[src/rtl/serial_add_ctrl_pkg.sv]
// Shared types and sizing helpers for the slice-sequenced add/subtract controller.
package serial_add_ctrl_pkg;

    // Width of the one adder slice that exists in this codebase.
    localparam int SLICE_W = 8;

    typedef enum logic [1:0] {
        IDLE = 2'd0,
        RUN  = 2'd1,
        DONE = 2'd2
    } state_t;

    function automatic int n_slices(input int width, input int slice);
        return width / slice;
    endfunction

    // A one-slice configuration still needs a 1-bit index register.
    function automatic int idx_width(input int nslice);
        return (nslice > 1) ? $clog2(nslice) : 1;
    endfunction

endpackage

[src/rtl/serial_add_ctrl_slice.sv]
// 8-bit ripple-carry adder slice; the only arithmetic in the controller.
module serial_add_ctrl_slice
    import serial_add_ctrl_pkg::*;
(
    input  logic [SLICE_W-1:0] a,
    input  logic [SLICE_W-1:0] b,
    input  logic               cin,
    output logic [SLICE_W-1:0] s,
    output logic               cout
);

    logic [SLICE_W:0] c;

    // NOTE: every variable gets a default at the top of always_comb so no path leaves it unassigned and infers a latch.
    always_comb begin
        c    = '0;
        s    = '0;
        c[0] = cin;
        for (int i = 0; i < SLICE_W; i++) begin
            s[i]     = a[i] ^ b[i] ^ c[i];
            c[i + 1] = (a[i] & b[i]) | (c[i] & (a[i] ^ b[i]));
        end
        cout = c[SLICE_W];
    end

endmodule

[src/rtl/serial_add_ctrl.sv]
// Multi-cycle add/subtract: one shared slice walks the operands LSB slice first,
// chaining the carry through a register, with a start/busy/done handshake.
module serial_add_ctrl
    import serial_add_ctrl_pkg::*;
#(
    parameter int WIDTH = 32,
    parameter int SLICE = 8
) (
    input  logic             clk,
    input  logic             rst,
    input  logic             start,
    input  logic             sub,
    input  logic [WIDTH-1:0] a,
    input  logic [WIDTH-1:0] b,
    output logic             busy,
    output logic             done,
    output logic [WIDTH-1:0] sum,
    output logic             c_out,
    output logic             overflow
);

    localparam int NSLICE = n_slices(WIDTH, SLICE);
    localparam int IW     = idx_width(NSLICE);
    localparam logic [IW-1:0] LAST_IDX = IW'(NSLICE - 1);

    state_t           state;
    logic [IW-1:0]    idx;
    logic             carry;
    logic [WIDTH-1:0] a_reg;
    logic [WIDTH-1:0] b_reg;

    logic [SLICE-1:0] a_sl;
    logic [SLICE-1:0] b_sl;
    logic [SLICE-1:0] s_sl;
    logic             sl_cout;
    logic             accept;

    // Requests are only taken while ready; a start during RUN leaves no trace.
    assign accept = start && ((state == IDLE) || (state == DONE));

    always_comb begin
        a_sl = '0;
        b_sl = '0;
        for (int k = 0; k < NSLICE; k++) begin
            if (idx == IW'(k)) begin
                a_sl = a_reg[k*SLICE +: SLICE];
                b_sl = b_reg[k*SLICE +: SLICE];
            end
        end
    end

    serial_add_ctrl_slice u_slice (
        .a    (a_sl),
        .b    (b_sl),
        .cin  (carry),
        .s    (s_sl),
        .cout (sl_cout)
    );

    // NOTE: sequential state uses non-blocking assignments so every register samples pre-edge values.
    always_ff @(posedge clk or posedge rst) begin
        if (rst) begin
            state    <= IDLE;
            idx      <= '0;
            carry    <= 1'b0;
            a_reg    <= '0;
            b_reg    <= '0;
            sum      <= '0;
            c_out    <= 1'b0;
            overflow <= 1'b0;
            busy     <= 1'b0;
            done     <= 1'b0;
        end else if (accept) begin
            // Subtraction is a + ~b + 1: invert B here and seed the carry with sub.
            a_reg <= a;
            b_reg <= b ^ {WIDTH{sub}};
            carry <= sub;
            idx   <= '0;
            state <= RUN;
            busy  <= 1'b1;
            done  <= 1'b0;
        end else begin
            case (state)
                RUN: begin
                    for (int k = 0; k < NSLICE; k++) begin
                        if (idx == IW'(k)) begin
                            sum[k*SLICE +: SLICE] <= s_sl;
                        end
                    end
                    carry <= sl_cout;
                    if (idx == LAST_IDX) begin
                        // Carry into the MSB is recovered from the MSB sum bit and its operands.
                        c_out    <= sl_cout;
                        overflow <= sl_cout ^ (a_reg[WIDTH-1] ^ b_reg[WIDTH-1] ^ s_sl[SLICE-1]);
                        idx      <= '0;
                        state    <= DONE;
                        busy     <= 1'b0;
                        done     <= 1'b1;
                    end else begin
                        idx <= idx + 1'b1;
                    end
                end
                DONE: begin
                    state <= IDLE;
                    done  <= 1'b0;
                end
                IDLE: begin
                    done <= 1'b0;
                end
                default: begin
                    state <= IDLE;
                    busy  <= 1'b0;
                    done  <= 1'b0;
                end
            endcase
        end
    end

endmodule

[config.mk]
export PLATFORM = sky130hd
export DESIGN_NAME = serial_add_ctrl
export DESIGN_NICKNAME = d
export VERILOG_FILES = /design/src/rtl/serial_add_ctrl_pkg.sv /design/src/rtl/serial_add_ctrl_slice.sv /design/src/rtl/serial_add_ctrl.sv
export SDC_FILE = /design/constraint.sdc
export NUM_CORES = 1
export LEC_CHECK = 0
export ABC_AREA = 1
export CAP_MARGIN = 30
export CORE_ASPECT_RATIO = 0.7
export CORE_MARGIN = 2
export CORE_UTILIZATION = 55
export DETAILED_ROUTE_END_ITERATION = 6
export GPL_TIMING_DRIVEN = 0
export PLACE_DENSITY = 0.85
export SETUP_SLACK_MARGIN = 0.3
export SYNTH_ARGS = -nofsm -noshare
export SYNTH_HDL_FRONTEND = slang
export SYNTH_HIERARCHICAL = 1
export SYNTH_SLANG_ARGS = --single-unit
[constraint.sdc]
create_clock -name clk -period 10.5 [get_ports clk]
set_input_delay 1.05 -clock clk [delete_from_list [all_inputs] [get_ports clk]]
set_output_delay 1.05 -clock clk [all_outputs]
set_load 0.02 [all_outputs]
==> out/metrics.csv <==
metric,value,unit
Final ANT Viol Nets,0,
Crit Path Category,flop to flop,
power per cell area,346,nW/µm²
# hold bufs at CTS,0,
outcome,"finished, final reports clean",
Tcrit/Tclk final,0.522,
largest net degree at the start of global routing,56,
First DRT Iteration DRCs,348,
flop-to-flop setup slack,5010,ps
Yosys top cell area share,0.509,
die area,10200,µm²
first-pass GRT wire length,21.4,mm
Cells after Synth,577,
Initial Utilization,0.567,
routability congestion estimate,0.897,
"Min Clock Period, post-route",5490,ps
core region area,9110,µm²
CP peak stage delay,430,ps
Final Max Tran Viols,0,
CP required,10740,ps
Hold Path Sink,a_reg[19],
max_cap viols,0,
most frequent cells in the layout,"179 x nand2_1, 105 x dfrtp_1, 102 x clkdlybuf4s50_1",
final hold violations,0,
Worst R2R Start,idx[0],
Core Rows,29,
syn nets,657,
layout cells sized above 1,0.0934,
worst-skew pair later-pin latency,350,ps
clk root buf,clkbuf_16,
Switching Share,0.459,
CTS tree,done,
Vias/cell,5.39,
f_max,182,MHz
arrival time worst endpoint,5720,ps
Worst R2R Path Depth,27,
WL/cell,15.7,µm
sw power,0.00106,W
post-CTS setup buffer count,0,
YS warnings,6,
crit-path most repeated cell,fa_1,
"commonest non-fill, non-tap cell in the layout",nand2_1,
total power after layout,0.00231,W
# nets final,771,
Final setup viols,0,
"Avg Cell Area, Syn",8.95,µm²
worst vdd ir,166,µV
CTS Sinks,105,
Syn Std Cell Area,5160,µm²
Clock Path Buffers,2,
post-synth top area cell,dfrtp_1,
Slew headroom,0.577,
Inserted Diodes,0,
Tot GR Track Use,0.271,
Hold Path Class,flop to flop,
Die Span Y,85.1,µm
critical hold path startpoint,a_reg[19],
combinational share of power,0.538,
post-CTS sizing,0,
vias in the first global route,4381,
R2R Path End,overflow,
Hold Path Depth,2,
Reg power frac,0.314,
IO Pins,104,
clock power share,0.149,
die width,120,µm
clock-pin transition on the worst setup and hold timing paths,70,ps
Synth area leaders,"dfrtp_1 51%, nand2_1 13%, o21ai_0 7.3%",
H-tree levels,3,
grt ovf,0,
RSZ-0062 raised after global routing,false,
DRC,0,
Yosys cell types,22,
Tightest Pin Transition,635,ps
total number of vias,4417,
CP Capture Type,flop,
Yosys reg bits,105,
Pint,0.00125,W
Static Leak,3.17,nW
initial antenna violation count,0,
CP Max Fanout,10,
IO Port Bufs,102,
Area growth syn-to-layout,29.3,%
Worst Skew,7.09,ps
drt pass-1 iters,5,
startpoint types,flop,
Num CTS Buffers,9,
total wire length,12.9,mm
register area share after synthesis,0.509,
"Slowest-stage cell, CP",fa_1,
hpwl dp,9.63,mm
setup TNS,0,ps
-- metal layers --
metal | vias up | share of wire | GRT usage
met5 | - | 0 | 0
met3 | 16 | 0.079 | 0.0712
li1 | 2080 | - | -
met2 | 195 | 0.47 | 0.448
met4 | 0 | 0.012 | 0.0791
met1 | 2126 | 0.44 | 0.358
-- per-stage QoR --
| stage | hold WS (ps) | instances | util | worst slack [ps] | cell area [µm²] |
|---|---|---|---|---|---|
| floorplan | 437 | 577 | - | 5670 | 5160 |
| global placement | 457 | 803 | 0.696 | 5200 | 6340 |
| detailed placement | 454 | 804 | 0.699 | 5080 | 6370 |
| CTS | 476 | 820 | 0.733 | 5070 | 6680 |
| global route | 492 | 820 | 0.733 | 4680 | 6680 |
| finish | 473 | 820 | 0.733 | 5010 | 6680 |
-- synthesized netlist by cell type --
cell type / count
a21o_1: 14
a21oi_1: 17
buf_2: 6
buf_4: 14
buf_6: 8
clkbuf_1: 8
dfrtp_1: 105
fa_1: 8
ha_1: 4
inv_1: 27
inv_2: 3
inv_4: 2
nand2_1: 179
nand2_4: 4
nand3_1: 47
nor2_1: 12
nor2_4: 1
o21ai_0: 75
o21ai_1: 1
o21ai_2: 9
o22ai_1: 1
xnor2_1: 32
-- cells by family (layout without fill, tap and decap cells) --
logic type / Yosys count / after routing / share of synthesized area
compound gates: 117 / 117 / 0.127
xor+xnor: 32 / 32 / 0.0543
fa+ha+maj: 12 / 12 / 0.0407
buf+inv: 68 / 187 / 0.0737
flops: 105 / 105 / 0.509
simple gates: 243 / 243 / 0.195
-- how the worst max path moves through the flow --
stage                      start  endpoint  slack [ps]  cells past startpoint
after floorplan           idx[0]  overflow        5670                     27
after global placement    idx[0]  overflow        5200                     27
after detailed placement  idx[0]  overflow        5080                     27
after CTS                 idx[0]  overflow        5070                     27
after global routing      idx[0]  overflow        4680                     27
final                     idx[0]  overflow        5010                     27
-- worst max-delay path: cells and delay by family, from the launching register on --
family                   cells  cell delay [ps]
adder cells (fa/ha/maj)      9             3090
AND/OR/NAND/NOR              7              460
buffers and inverters        9             1000
flip-flops                   1              410
AO/OA/AOI/OAI                2              430
-- area by class of cell --
class / count / area [µm²]
inverters: 32 / 128
clock buffers: 10 / 239
fillers: 682 / 2430
well taps: 124 / 155
flip-flops and latches: 105 / 2630
plain buffers: 36 / 255
clock inverters: 6 / 67.6
multi-input cells: 404 / 2150
repair buffers: 103 / 1050
-- power by group through the flow --
stage	Sequential [W]	Combinational [W]	Clock [W]
detailed placement	0.000725	0.00123	0
global placement	0.000718	0.00120	0
finish	0.000725	0.00124	0.000343
floorplan	0.000762	0.000753	0
CTS	0.000722	0.00124	0.000345
global route	0.000742	0.00140	0.000361
No activity file was read; power rests on OpenSTA's default activity.
==> variant 1: new RTL, same settings <==
Change the parameter `WIDTH` from 32 to 16.
--- a/src/rtl/serial_add_ctrl.sv
+++ b/src/rtl/serial_add_ctrl.sv
@@ -5,3 +5,3 @@
 #(
-    parameter int WIDTH = 32,
+    parameter int WIDTH = 16,
     parameter int SLICE = 8
Interface: changed (resized a, b and sum); port bits go from 104 to 56. No check against the original RTL was run, so the function may have changed too.
==> variant 1 against the unedited design <==
Wire length fell by 57%. Highest routed layer unchanged. Synthesized area shrank 46%. Non-clock buffer count down 71. Critical endpoint unchanged. Sequential cell count shrank 49. Die area down 44%. Critical path depth shrank 2. Power is 46% lower. Setup slack gained 660 ps. Largest cell class unchanged. Sequential share of layout area fell by 0.065 points. Sequential power fell by 47%. Design area fell by 47%. Largest power group unchanged.
==> variant 1: results (changes against the unedited design) <==
[drt]
drt_wl_total_mm = 5.54  ; -57%
dr_total_vias = 2030  ; -54%
drtPass1Iterations = 4  ; -1
drt_iter0_drc = 87  ; -75%

[yosys]
synthXorXnorAreaFrac_pct = 4.98  ; -0.44 points
yosysUniqueCellTypes = 23  ; +4.5%
synth_cells = 282  ; -51%
synth.area.top_cells = dfrtp_1 (50%), nand2_1 (13%), mux2_4 (6.4%)
synth_fp_nets = 326  ; -50%
muxShareOfSynthArea_pct = 7.61  ; +7.6 points
synth_fa_ha_area_share_pct = 5.70  ; +1.6 points
synth_compound_area_share_pct = 8.28  ; -4.4 points
ys_seq_area_share_pct = 49.8  ; -1.1 points
yosys-top-cells-count = nand2_1 (94), dfrtp_1 (56), inv_1 (25)

[clock_network]
cts_buffer_depth = 2  ; unchanged
cts_buffers = 5  ; -4
cts-resized-gates = 0  ; unchanged
clk_pin_slew_worst_paths_ps = 90  ; +20 ps
clockRootBuffer = clkbuf_8
worstSkewPairLatency_ps = 310  ; -40 ps
htree_levels = 2  ; -1
clock_sinks = 56  ; -47%

[global_route]
grt_first_pass_wirelength_mm = 9.31  ; -56%
grtUsageTotal_pct = 21.7  ; -5.4 points
grt_max_degree = 37  ; -34%

[worst_setup_path]
r2r_cells = 25  ; -7.4%
cp_slowest_cell = fa_1
crit_path_max_fanout = 10  ; unchanged
arrival_ps = 5040  ; -680 ps
cpPeakStageDelay_ps = 410  ; -20 ps

[place]
place_area_mm2 = 0.00346  ; -46%
hpwl_mm = 4.19  ; -57%
pre_cts_ws_ps = 5730  ; +648 ps
place.gp.congestion = 0.829  ; -7.5%
portBuffers = 54  ; -47%

[power_and_ir_drop]
ir_drop_mv = 0.113  ; -32%
p_leak_nw = 1.75  ; -45%

[layout]
drive_gt1_share_pct = 15.9  ; +6.6 points
fin_cells = 414  ; -50%
nNetsFinal = 388  ; -50%
nFillCells = 343  ; -50%

[run_status]
status = finished clean

[timing]
worstMarginPinSlew_ps = 469  ; -166 ps
finClkSkew_ps = 7.47  ; +0.380 ps

## variant 1: cell count changes after synthesis, moves of 7 or more
cell / change
nand3_1: -47
mux2_4: +12
clkbuf_1: -7
a21oi_1: -16
a21o_1: -14
nand2_1: -85
dfrtp_1: -49
o21ai_1: +15
buf_4: -10
o21ai_0: -66
xnor2_1: -16
## variant 1: layout make-up
cell class	instances	area [um^2]	share of cell area, %
repair buffers	55	561	15.7
clock buffers	6	72.6	2.04
multi-input cells	184	1190	33.3
flip-flops and latches	56	1400	39.3
well taps	69	86.3	2.42
inverters	29	114	3.19
plain buffers	13	109	3.05
clock inverters	2	35.0	0.982
## variant 1: path summary, 6_finish.rpt
| check | slack (ps) | from | to |
|---|---|---|---|
| worst max-delay path | 5670 | idx$_DFFE_PP0P_ | overflow$_DFFE_PP0P_ |
| worst max register to register | 5670 | idx$_DFFE_PP0P_ | overflow$_DFFE_PP0P_ |
| max in group asynchronous | 8890 | rst | b_reg[12]$_DFFE_PP0P_ |
| worst min-delay path | 490 | sum[15]$_DFFE_PP0P_ | sum[15]$_DFFE_PP0P_ |
| min in group asynchronous | 1060 | rst | sum[12]$_DFFE_PP0P_ |
| worst min register to register | 490 | sum[15]$_DFFE_PP0P_ | sum[15]$_DFFE_PP0P_ |
## variant 1: power by group
group / switching [mW] / leakage [nW] / internal, mW / total, mW
clock network: 0.0682 / 0.0552 / 0.0709 / 0.139
registers: 0.0603 / 0.682 / 0.323 / 0.384
logic: 0.424 / 1.01 / 0.303 / 0.726
total: 0.552 / 1.75 / 0.697 / 1.25
## variant 1: metal layers
layer	wire length, um	global-route usage [%]
met5	0	0
met2	2550	33.3
met4	71	5.97
met1	2590	31.0
met3	326	5.17
==> variant 2: new RTL, config.mk and constraints unchanged <==
Without the edit above. Add an input register stage for `start`, `sub`, `a` and `b`; this delays them by one clock.
--- a/src/rtl/serial_add_ctrl.sv
+++ b/src/rtl/serial_add_ctrl.sv
@@ -25,2 +25,14 @@
 
+    logic start_q;
+    logic sub_q;
+    logic [WIDTH-1:0] a_q;
+    logic [WIDTH-1:0] b_q;
+
+    always_ff @(posedge clk) begin
+        start_q <= start;
+        sub_q   <= sub;
+        a_q     <= a;
+        b_q     <= b;
+    end
+
     state_t           state;
@@ -38,3 +50,3 @@
     // Requests are only taken while ready; a start during RUN leaves no trace.
-    assign accept = start && ((state == IDLE) || (state == DONE));
+    assign accept = start_q && ((state == IDLE) || (state == DONE));
 
@@ -74,5 +86,5 @@
             // Subtraction is a + ~b + 1: invert B here and seed the carry with sub.
-            a_reg <= a;
-            b_reg <= b ^ {WIDTH{sub}};
-            carry <= sub;
+            a_reg <= a_q;
+            b_reg <= b_q ^ {WIDTH{sub_q}};
+            carry <= sub_q;
             idx   <= '0;
Formal check against the unedited RTL: not equivalent (a bounded check fails within 4 cycles, from zero or initial values and one cycle with rst high).
==> variant 2 against the unedited design <==
Synthesized area up 27%. Clock power up 74%. Count of clock-buffer cells in the layout up 10. Setup slack better by 190 ps. Global-route usage down 2.0 points. Wire length up 17%. Design area up 25%. Power up 28%. Non-clock buffer count down 4. Sequential power up 36%. Sequential cell count up 66. Worst hold slack worse by 53 ps. Cell count up 15%. Largest power group unchanged.
==> variant 2: results (changes against the unedited design) <==
[global_route]
grt_first_pass_wirelength_mm = 24.0  ; +13%
grt_max_degree = 58  ; +3.6%
grtUsageTotal_pct = 25.1  ; -2.0 points

[drt]
drt_iter0_drc = 326  ; -6.3%
routedWlPerCell_um = 16.0  ; +1.8%
drt-vias-per-instance = 5.12  ; -4.9%

[worst_setup_path]
crit_path_max_fanout = 10  ; unchanged
arrival_ps = 5620  ; -100 ps

[yosys]
ys_seq_area_share_pct = 60.2  ; +9.3 points
ys_async_sr_fraction_pct = 61.4  ; -39 points
synth_compound_area_share_pct = 10.6  ; -2.1 points
synthXorXnorAreaFrac_pct = 4.28  ; -1.2 points
synth_fp_nets = 727  ; +11%
synth.area.top_cells = dfrtp_1 (40%), dfxtp_1 (20%), nand2_1 (12%)
yosysUniqueCellTypes = 27  ; +23%
synth_fa_ha_area_share_pct = 3.21  ; -0.87 points
syn-mean-instance-area_um2 = 10.1  ; +13%

[place]
portBuffers = 103  ; +0.98%
dp_cells = 908  ; +13%
place.gp.congestion = 0.888  ; -0.95%
hpwl_mm = 10.5  ; +8.7%

[clock_network]
worstSkewPairLatency_ps = 430  ; +80 ps
htree_levels = 4  ; +1
cts_setup_buffers = 0  ; unchanged
cts_buffers = 17  ; +8

[timing]
finClkSkew_ps = 8.10  ; +1.00 ps

[run_status]
status = finished clean

[power_and_ir_drop]
p_leak_nw = 3.89  ; +23%
ir_drop_mv = 0.240  ; +45%

[layout]
nFillCells = 829  ; +22%
drive_gt1_share_pct = 12.9  ; +3.6 points

[variant 2: cell types whose count changed after synthesis, sizes merged]
cell | before | now
inv | 32 | 42
and2 | 0 | 7
buf | 28 | 29
dfxtp | 0 | 66
a21oi | 17 | 24
clkbuf | 8 | 2
nand3 | 47 | 0
a21o | 14 | 0
nand2 | 183 | 220
o21ai | 85 | 94
[variant 2: layout make-up]
cell class | count | area (um^2) | area share (%)
plain buffers | 31 | 265 | 3.17
flip-flops and latches | 171 | 3950 | 47.2
inverters | 42 | 170 | 2.04
well taps | 157 | 196 | 2.35
clock inverters | 12 | 113 | 1.35
repair buffers | 104 | 1060 | 12.7
multi-input cells | 403 | 2170 | 26.0
clock buffers | 20 | 437 | 5.22
[variant 2: kinds of logic (layout without fill, tap and decap cells)]
| kind of cell | count (synthesis) | after routing |
|---|---|---|
| adder cells (fa/ha/maj) | 12 | 12 |
| AO/OA/AOI/OAI | 119 | 119 |
| AND/OR/NAND/NOR | 240 | 240 |
| XOR/XNOR | 32 | 32 |
| flip-flops | 171 | 171 |
| buffers and inverters | 73 | 209 |
[variant 2: power by group]
group / total [mW] / internal [mW] / switching, mW
registers: 0.987 / 0.862 / 0.125
logic: 1.37 / 0.492 / 0.881
clock network: 0.598 / 0.330 / 0.268
[variant 2: final timing paths]
kind,from,to,slack (ps),depth (start not counted)
max,idx[0]$_DFFE_PP0P_,overflow$_DFFE_PP0P_,5210,27
min,a_q[11]$_DFF_P_,a_reg[11]$_DFFE_PP0P_,420,2
max reg2reg,idx[0]$_DFFE_PP0P_,overflow$_DFFE_PP0P_,5210,27
min reg2reg,a_q[11]$_DFF_P_,a_reg[11]$_DFFE_PP0P_,420,2
max in group asynchronous,rst,b_reg[10]$_DFFE_PP0P_,8730,3
min in group asynchronous,rst,sum[30]$_DFFE_PP0P_,1070,2
[variant 2: metrics by stage]
stage	setup slack, ps	util [%]	hold WS [ps]	instance area (um^2)	total power, mW
2_1_floorplan	5750	-	402	6560	1.87
3_3_place_gp	5410	66.6	413	7780	2.28
3_5_place_dp	5280	66.9	409	7810	2.35
4_1_cts	5270	71.6	423	8360	2.96
5_1_grt	4950	71.6	442	8360	3.14
6_report	5210	71.6	419	8360	2.96
[variant 2: routing by layer]
layer,global-route usage [%],vias to the layer above,routed length [um]
met1,31.9,2336,6570
met5,0,-,0
met4,9.65,0,309
met2,42.6,165,7260
met3,5.48,30,879
li1,-,2282,-
